==> src/rtl/pc_sequencer.sv <==
// Fetch/retire controller for the program-counter register: sequences PC loads,
// runs the instruction-memory fetch handshake and holds the instruction until retire.
module pc_sequencer #(
   parameter logic [31:0] RESET_PC   = 32'h0000_0000,
   parameter logic [31:0] EXC_VECTOR = 32'h0000_0004
) (
   input  logic        clk,
   input  logic        rst,
   input  logic [31:0] pc_cur,
   output logic        pc_ena,
   output logic [31:0] pc_data,
   output logic        imem_req,
   output logic [31:0] imem_addr,
   input  logic        imem_ack,
   input  logic [31:0] imem_rdata,
   output logic [31:0] ir,
   output logic        ir_valid,
   input  logic        ex_done,
   input  logic        branch_taken,
   input  logic [31:0] branch_target,
   input  logic        jump_valid,
   input  logic [31:0] jump_target,
   input  logic        exc_req,
   input  logic        halt_req,
   output logic        exc_taken,
   output logic [31:0] epc,
   output logic [1:0]  cause,
   output logic [31:0] instr_count,
   output logic        halted
);

   typedef enum logic [1:0] {
      ST_BOOT  = 2'd0,
      ST_FETCH = 2'd1,
      ST_EXEC  = 2'd2,
      ST_HALT  = 2'd3
   } state_t;

   localparam logic [1:0] CAUSE_EXT = 2'b01;
   localparam logic [1:0] CAUSE_MIS = 2'b10;

   state_t      state_q, state_d;
   logic [31:0] ir_q, ir_d;
   logic [31:0] epc_q, epc_d;
   logic [1:0]  cause_q, cause_d;
   logic [31:0] instr_count_q, instr_count_d;
   logic        halted_q, halted_d;

   logic [31:0] sel_target;
   logic        redirect;
   logic        misaligned;
   logic [31:0] pc_plus4;

   // Jump outranks branch, so its target is the one checked for alignment.
   assign sel_target = jump_valid ? jump_target : branch_target;
   assign redirect   = jump_valid | branch_taken;
   assign misaligned = redirect & (sel_target[1:0] != 2'b00);
   assign pc_plus4   = pc_cur + 32'd4;

   always_comb begin
      state_d       = state_q;
      ir_d          = ir_q;
      epc_d         = epc_q;
      cause_d       = cause_q;
      instr_count_d = instr_count_q;
      halted_d      = halted_q;
      pc_ena        = 1'b0;
      pc_data       = pc_plus4;
      imem_req      = 1'b0;
      exc_taken     = 1'b0;

      case (state_q)
         ST_BOOT: begin
            pc_ena  = 1'b1;
            pc_data = RESET_PC;
            state_d = ST_FETCH;
         end
         ST_FETCH: begin
            imem_req = 1'b1;
            if (imem_ack) begin
               ir_d    = imem_rdata;
               state_d = ST_EXEC;
            end
         end
         ST_EXEC: begin
            if (ex_done) begin
               pc_ena        = 1'b1;
               instr_count_d = instr_count_q + 32'd1;
               if (exc_req || misaligned) begin
                  pc_data   = EXC_VECTOR;
                  exc_taken = 1'b1;
                  epc_d     = pc_cur;
                  cause_d   = exc_req ? CAUSE_EXT : CAUSE_MIS;
               end else if (redirect) begin
                  pc_data = sel_target;
               end
               if (halt_req) begin
                  state_d  = ST_HALT;
                  halted_d = 1'b1;
               end else begin
                  state_d = ST_FETCH;
               end
            end
         end
         ST_HALT: begin
            state_d = ST_HALT;
         end
         default: state_d = ST_BOOT;
      endcase
   end

   always_ff @(posedge clk) begin
      if (!rst) begin
         state_q       <= ST_BOOT;
         ir_q          <= '0;
         epc_q         <= '0;
         cause_q       <= '0;
         instr_count_q <= '0;
         halted_q      <= 1'b0;
      end else begin
         state_q       <= state_d;
         ir_q          <= ir_d;
         epc_q         <= epc_d;
         cause_q       <= cause_d;
         instr_count_q <= instr_count_d;
         halted_q      <= halted_d;
      end
   end

   assign imem_addr   = pc_cur;
   assign ir          = ir_q;
   assign ir_valid    = (state_q == ST_EXEC);
   assign epc         = epc_q;
   assign cause       = cause_q;
   assign instr_count = instr_count_q;
   assign halted      = halted_q;

endmodule

==> config.mk <==
export PLATFORM = sky130hd
export DESIGN_NAME = pc_sequencer
export DESIGN_NICKNAME = d
export VERILOG_FILES = /design/src/rtl/pc_sequencer.sv
export SDC_FILE = /design/constraint.sdc
export NUM_CORES = 1
export LEC_CHECK = 0
export ABC_AREA = 1
export BUFFER_PORTS_ARGS = -buffer_cell sky130_fd_sc_hd__buf_2
export CAP_MARGIN = 20
export CORE_AREA = 2 2 137 139
export DETAILED_ROUTE_END_ITERATION = 8
export DIE_AREA = 0 0 139 141
export HOLD_SLACK_MARGIN = 0.05
export SLEW_MARGIN = 10
export SYNTH_ARGS = -nofsm -noshare
export SYNTH_HDL_FRONTEND = slang
export SYNTH_SLANG_ARGS = --single-unit
==> constraint.sdc <==
create_clock -name clk -period 1.5 [get_ports clk]
set_input_delay 0.15 -clock clk [delete_from_list [all_inputs] [get_ports clk]]
set_output_delay 0.15 -clock clk [all_outputs]
set_load 0.01 [all_outputs]
==> metrics.cfg, run 1 <==
[status]
status = finished with violations
violations = setup timing

[route]
drc = 0
detail-route-antenna-nets = 0
vias_per_cell = 4.79
wirelength_um = 25600
dr.pass1.iters = 5
routedWlPerCell_um = 15.4
via_count = 7940
drtIter0Drc = 413

[sta]
worst_pin_slew_ns = 0.401
hold_viol = 0
slew_viol_final = 0
skew_ns = 0.00794
worst_slack_ns = -0.338
fmax_ghz = 0.544
rsz0062_at_grt = yes
setup-tns-final_ns = -10.58
period_share = 1.23
min_period_ns = 1.84
slew_headroom = 0.733
worst_hold_slack_ns = 0.0647
setup_viol = 49

[logic_synthesis]
synth_top_area_cell = dfxtp_1
synth.area.top_cells = dfxtp_1 33%, nand2_1 15%, nor2_1 13%
ys_seq_area_frac = 0.326
syn-num-nets = 1127
async_reset_ff_frac = 0
ys_types = 40
synth_top_area_frac = 0.326
netlist_instances = 989
avgSynthCellArea_um2 = 6.27
ys.warnings.count = 0
synth_commonest_cells = 255 x nand2_1, 222 x nor2_1, 101 x dfxtp_1, 84 x o21ai_0, 72 x inv_1
synth-edff-count = 0
synthMostInstantiatedCell = nand2_1
syn_area_um2 = 6200
synth-seq-cells = 101
synth-main-ff-cell = dfxtp_1

[critical_path]
arrival_ns = 1.69
path_cells = inv_2 -> nand3_4 -> buf_4 -> o21ai_4 -> buf_6 -> buf_6 -> nand2_1 -> inv_1 -> nor2_1 -> buf_2
crit_top_cell = buf_6
end_kind = primary output
path_class = flop to primary output
slowest_delay_ns = 0.34
path_max_fanout = 4
worst_path_max_delay_cell = dfxtp_2
crit_required_ns = 1.35
cp.buffers_inverters = 6
cp-start-kind = flop
crit_family = buffers and inverters

[global_route]
antenna_found_initial = 1
grt_use_met3 = 0.0560
use_met2 = 0.413
grt-busiest-layer = met2
grt_max_degree = 50
grt_use_total = 0.251
grt_pass1_wl_um = 39600
overflow = 0
use_met1 = 0.332
first_global_vias = 7554

[power]
vdd_ir_drop_max_v = 0.000834
p_seq_frac = 0.407
internal-power_mw = 4.90
total_power_mw = 7.00
netSwitchingFraction = 0.300
p_clk_frac = 0.344
power.switching_mw = 2.10
power_leakage_nw = 4.82
power_density_nw_per_um2 = 723
p_comb_frac = 0.249

[place]
place_area_um2 = 8640
dp_hpwl_um = 20200
preCtsSetupSlack_ns = -0.147
numPortBuffers = 302
gp_congestion = 0.992

[clock_tree]
cts_buffer_depth = 2
cts_tree = yes
numClockSinks = 101
clk_pin_slew_ns = 0.07
insertion_delay_ns = 0.35
htreeDepth = 3
cts_buffers = 9
cts_root_buf = clkbuf_16

[floorplan]
die-height_um = 141
die-area_um2 = 19600
std_cell_rows = 50
io_pins = 303
start_util = 0.339
die_w_um = 139
coreArea_um2 = 18300

[job]
max_cap_violations = 0

[final_layout]
synthToLayoutAreaGrowth_pct = 56.1
fin_area_um2 = 9680
layout.nets = 1556
nFillCells = 1866
drive_above_1_share = 0.382

[hold_path]
hp-class = input port to flop

[power groups by stage]
stage / registers, mW / logic, mW / clock network (mW)
3_5_place_dp: 2.90 / 1.52 / 0
4_1_cts: 2.85 / 1.69 / 2.46
5_1_grt: 2.86 / 1.89 / 2.57
6_report: 2.85 / 1.74 / 2.41
3_3_place_gp: 2.90 / 1.52 / 0
2_1_floorplan: 2.95 / 0.668 / 0
[worst min-delay path, delay by kind of cell]
kind / cells / cell delay, ns
AO/OA/AOI/OAI: 1 / 0.06
buffers and inverters: 2 / 0.16
[timing repair]
action	CTS	global route
setup endpoints to repair	58	103
buffers inserted	13	5
gates resized for setup	47	57
pin swaps	9	9
hold buffers	32	0
endpoints found under the hold margin	32	0
[registers in the layout, indices dropped and copies added (netlist names)]
register	flops
cause	2
halted	1
epc	32
state_q	2
instr_count	32
ir	32
[placed cells by master (no fill, tap or decap), drive strengths merged, types with 5 or more instances in the layout]
cell and instances:
buf 452, nand2 257, nor2 230, dfxtp 101
o21ai 91, inv 77, nand3 43, a21oi 40
dlygate4sd3 32, nand4 11, xnor2 10, o22a 10
o22ai 9, clkbuf 9, xor2 8, mux2i 6
nand3b 6, nor3 6, a22oi 5
[area by class of cell]
cell class	instances	area [um2]	share of cell area
inverters	77	302	0.0312
well taps	234	293	0.0303
multi-input cells	745	3640	0.376
repair buffers	484	3100	0.321
flip-flops and latches	101	2040	0.211
diodes	1	2.50	0.000259
clock buffers	9	225	0.0233
clock inverters	6	71.3	0.00737
[kinds of logic (layout without fill, tap and decap cells)]
| family | after synthesis | after routing | share of synthesized area |
|---|---|---|---|
| AOI/OAI and AO/OA | 162 | 162 | 0.145 |
| buffers and inverters | 143 | 576 | 0.114 |
| and+or+nand+nor | 557 | 557 | 0.376 |
| DFF | 101 | 101 | 0.326 |
| muxes | 6 | 6 | 0.00969 |
| other | 0 | 1 | 0 |
| xor gates and xnor gates | 18 | 18 | 0.0254 |
| adders and majority gates | 2 | 2 | 0.00404 |
[metal layers]
metal,part of all wire,vias to the layer above
met2,0.46,267
met1,0.45,3626
met5,0,-
met4,0.028,0
li1,-,4002
met3,0.063,45
[path summary, 6_finish.rpt]
check	from	endpoint	slack [ns]	cells after the start
max	state_q[0]	pc_data[28]	-0.34	10
max reg2reg	state_q[0]	instr_count[21]	-0.17	11
min reg2reg	halted	halted	0.45	2
min	pc_cur[0]	epc[0]	0.06	3
[stage by stage]
step,util,instances
after global placement,0.473,1592
after floorplan,-,989
final,0.530,1657
after detailed placement,0.473,1592
after global routing,0.530,1657
after CTS,0.521,1652
No activity file was read; power rests on OpenSTA's default activity.
==> run 2, diff against run 1 <==
--- a/config.mk
+++ b/config.mk
@@ -9,6 +9,7 @@
 export BUFFER_PORTS_ARGS = -buffer_cell sky130_fd_sc_hd__buf_2
 export CAP_MARGIN = 20
 export CORE_AREA = 2 2 137 139
+export CTS_BUF_LIST = sky130_fd_sc_hd__clkbuf_4 sky130_fd_sc_hd__clkbuf_8
 export DETAILED_ROUTE_END_ITERATION = 8
 export DIE_AREA = 0 0 139 141
 export HOLD_SLACK_MARGIN = 0.05
==> run 2 against run 1 <==
Against the previous run:
- the run still ends with setup timing left
- worst hold slack improved by 0.020 ns
- core utilization decreased by 0.34 points
- setup slack got worse by 0.046 ns
- first-iteration DRC count decreased by 4.8%
- sequential share of layout area increased by 0.19 points
- sequential cell count unchanged
- via count about the same
- non-clock buffer count increased by 4
- power decreased by 8.2%
- register-to-register slack about the same
- largest cell class unchanged
- highest routed layer unchanged
==> metrics.cfg, run 2 (same netlist as run 1, synthesis figures left out) <==
[status]
status = finished with violations  ; unchanged
violations = setup timing  ; unchanged

[sta]
setup_viol = 49  ; unchanged
rsz0062_at_grt = yes  ; unchanged
hold_viol = 0  ; unchanged
worst_pin_slew_ns = 0.397  ; was 0.401 ns
slew_headroom = 0.735  ; was 0.733
worst_slack_ns = -0.383  ; was -0.338 ns
skew_ns = 0.00905  ; was 0.00794 ns
period_share = 1.26  ; was 1.23
setup-tns-final_ns = -12.23  ; was -10.58 ns
min_period_ns = 1.88  ; was 1.84 ns
fmax_ghz = 0.531  ; was 0.544 GHz
slew_viol_final = 0  ; unchanged

[clock_tree]
cts_buffer_depth = 2  ; unchanged
insertion_delay_ns = 0.39  ; was 0.35 ns
cts_root_buf = clkbuf_8  ; was clkbuf_16
cts_buffers = 9  ; unchanged
cts_tree = yes  ; unchanged
numClockSinks = 101  ; unchanged
htreeDepth = 3  ; unchanged
clk_pin_slew_ns = 0.10  ; was 0.07 ns

[critical_path]
path_max_fanout = 4  ; unchanged
critPathLaunch = state_q[0]  ; unchanged
crit_required_ns = 1.35  ; about the same
arrival_ns = 1.73  ; was 1.69 ns
cp-start-kind = flop  ; unchanged
r2r_start = state_q[0]  ; unchanged
end_kind = primary output  ; unchanged
path_class = flop to primary output  ; unchanged
r2r_slack_ns = -0.16  ; was -0.17 ns

[final_layout]
nFillCells = 1881  ; was 1866
synthToLayoutAreaGrowth_pct = 55.1  ; was 56.1%
drive_above_1_share = 0.383  ; was 0.382
layout_commonest_cell = buf_2  ; unchanged
layout.nets = 1560  ; was 1556
final_cell_mix = 299 x buf_2, 246 x nand2_1, 208 x nor2_1  ; was 299 x buf_2, 246 x nand2_1, 206 x nor2_1
utilization = 0.526  ; was 0.530
fin_cells = 1661  ; was 1657

[route]
vias_per_cell = 4.78  ; was 4.79
dr.pass1.iters = 5  ; unchanged
routedWlPerCell_um = 15.4  ; about the same
drtIter0Drc = 393  ; was 413
detail-route-antenna-nets = 0  ; unchanged
wirelength_um = 25600  ; about the same
drc = 0  ; unchanged
via_count = 7945  ; was 7940

[floorplan]
start_util = 0.339  ; unchanged
die_w_um = 139  ; unchanged
std_cell_rows = 50  ; unchanged
die-height_um = 141  ; unchanged
coreArea_um2 = 18300  ; unchanged
die-area_um2 = 19600  ; unchanged
io_pins = 303  ; unchanged

[place]
gp_congestion = 0.992  ; unchanged
dp_hpwl_um = 20200  ; unchanged
dp.cells = 1592  ; unchanged
preCtsSetupSlack_ns = -0.147  ; unchanged
numPortBuffers = 302  ; unchanged

[hold_path]
hp-start = pc_cur[3]  ; was pc_cur[0]
hp-class = input port to flop  ; unchanged

[global_route]
grt_max_degree = 50  ; unchanged
grt_pass1_wl_um = 39600  ; unchanged
grt_use_total = 0.252  ; was 0.251
antenna_found_initial = 1  ; unchanged
overflow = 0  ; unchanged
first_global_vias = 7585  ; was 7554

[job]
max_cap_violations = 0  ; unchanged

[power]
vdd_ir_drop_max_v = 0.000640  ; was 0.000834 V
power_leakage_nw = 4.79  ; was 4.82 nW
power_density_nw_per_um2 = 668  ; was 723 nW/um2
total_power_mw = 6.42  ; was 7.00 mW

-- run 2: layout make-up --
type	count	area (um2)	area share
diodes	1	2.50	0.000260
clock buffers	9	124	0.0129
clock inverters	6	71.3	0.00742
inverters	77	302	0.0314
multi-input cells	745	3640	0.379
flip-flops and latches	101	2040	0.212
well taps	234	293	0.0305
repair buffers	488	3140	0.327
-- run 2: stage by stage --
stage / hold WS [ns] / cell area (um2)
after floorplan: 0.285 / 6200
after global placement: 0.371 / 8640
after detailed placement: 0.379 / 8640
after CTS: 0.0617 / 9450
after global routing: 0.0719 / 9610
final: 0.0844 / 9610
-- run 2: what timing repair did --
| item | in CTS | in global routing |
|---|---|---|
| endpoints found under the setup margin | 59 | 100 |
| endpoints found under the hold margin | 36 | 0 |
| hold buffers | 36 | 0 |
| gates resized for setup | 47 | 58 |
| buffers inserted | 13 | 5 |
| pin swaps | 9 | 7 |
-- run 2: path summary, 6_finish.rpt --
path,endpoint,cells after the start
worst max-delay path,pc_data[28],10
worst min-delay path,epc[3],3
worst max register to register,instr_count[21],11
worst min register to register,halted,2
-- run 2: metal layers --
metal / vias to the layer above / routed length (um) / track usage
met5: - / 0 / 0
met2: 255 / 11800 / 0.412
met3: 43 / 1550 / 0.0571
met1: 3635 / 11600 / 0.331
met4: 0 / 709 / 0.0803
li1: 4012 / - / -
-- run 2: critical path: stages (launching register included) --
cell and delay (ns):
dfxtp_2 0.35, inv_2 0.05, nand3_4 0.10, buf_4 0.13
o21ai_4 0.07, buf_6 0.13, buf_6 0.12, nand2_1 0.05
inv_1 0.04, nor2_1 0.14, buf_2 0.16
-- run 2: report_power, final --
part	internal, mW	leakage, nW	switching, mW
Combinational	0.817	3.87	0.931
Clock	0.778	0.0923	1.05
Sequential	2.79	0.828	0.0600
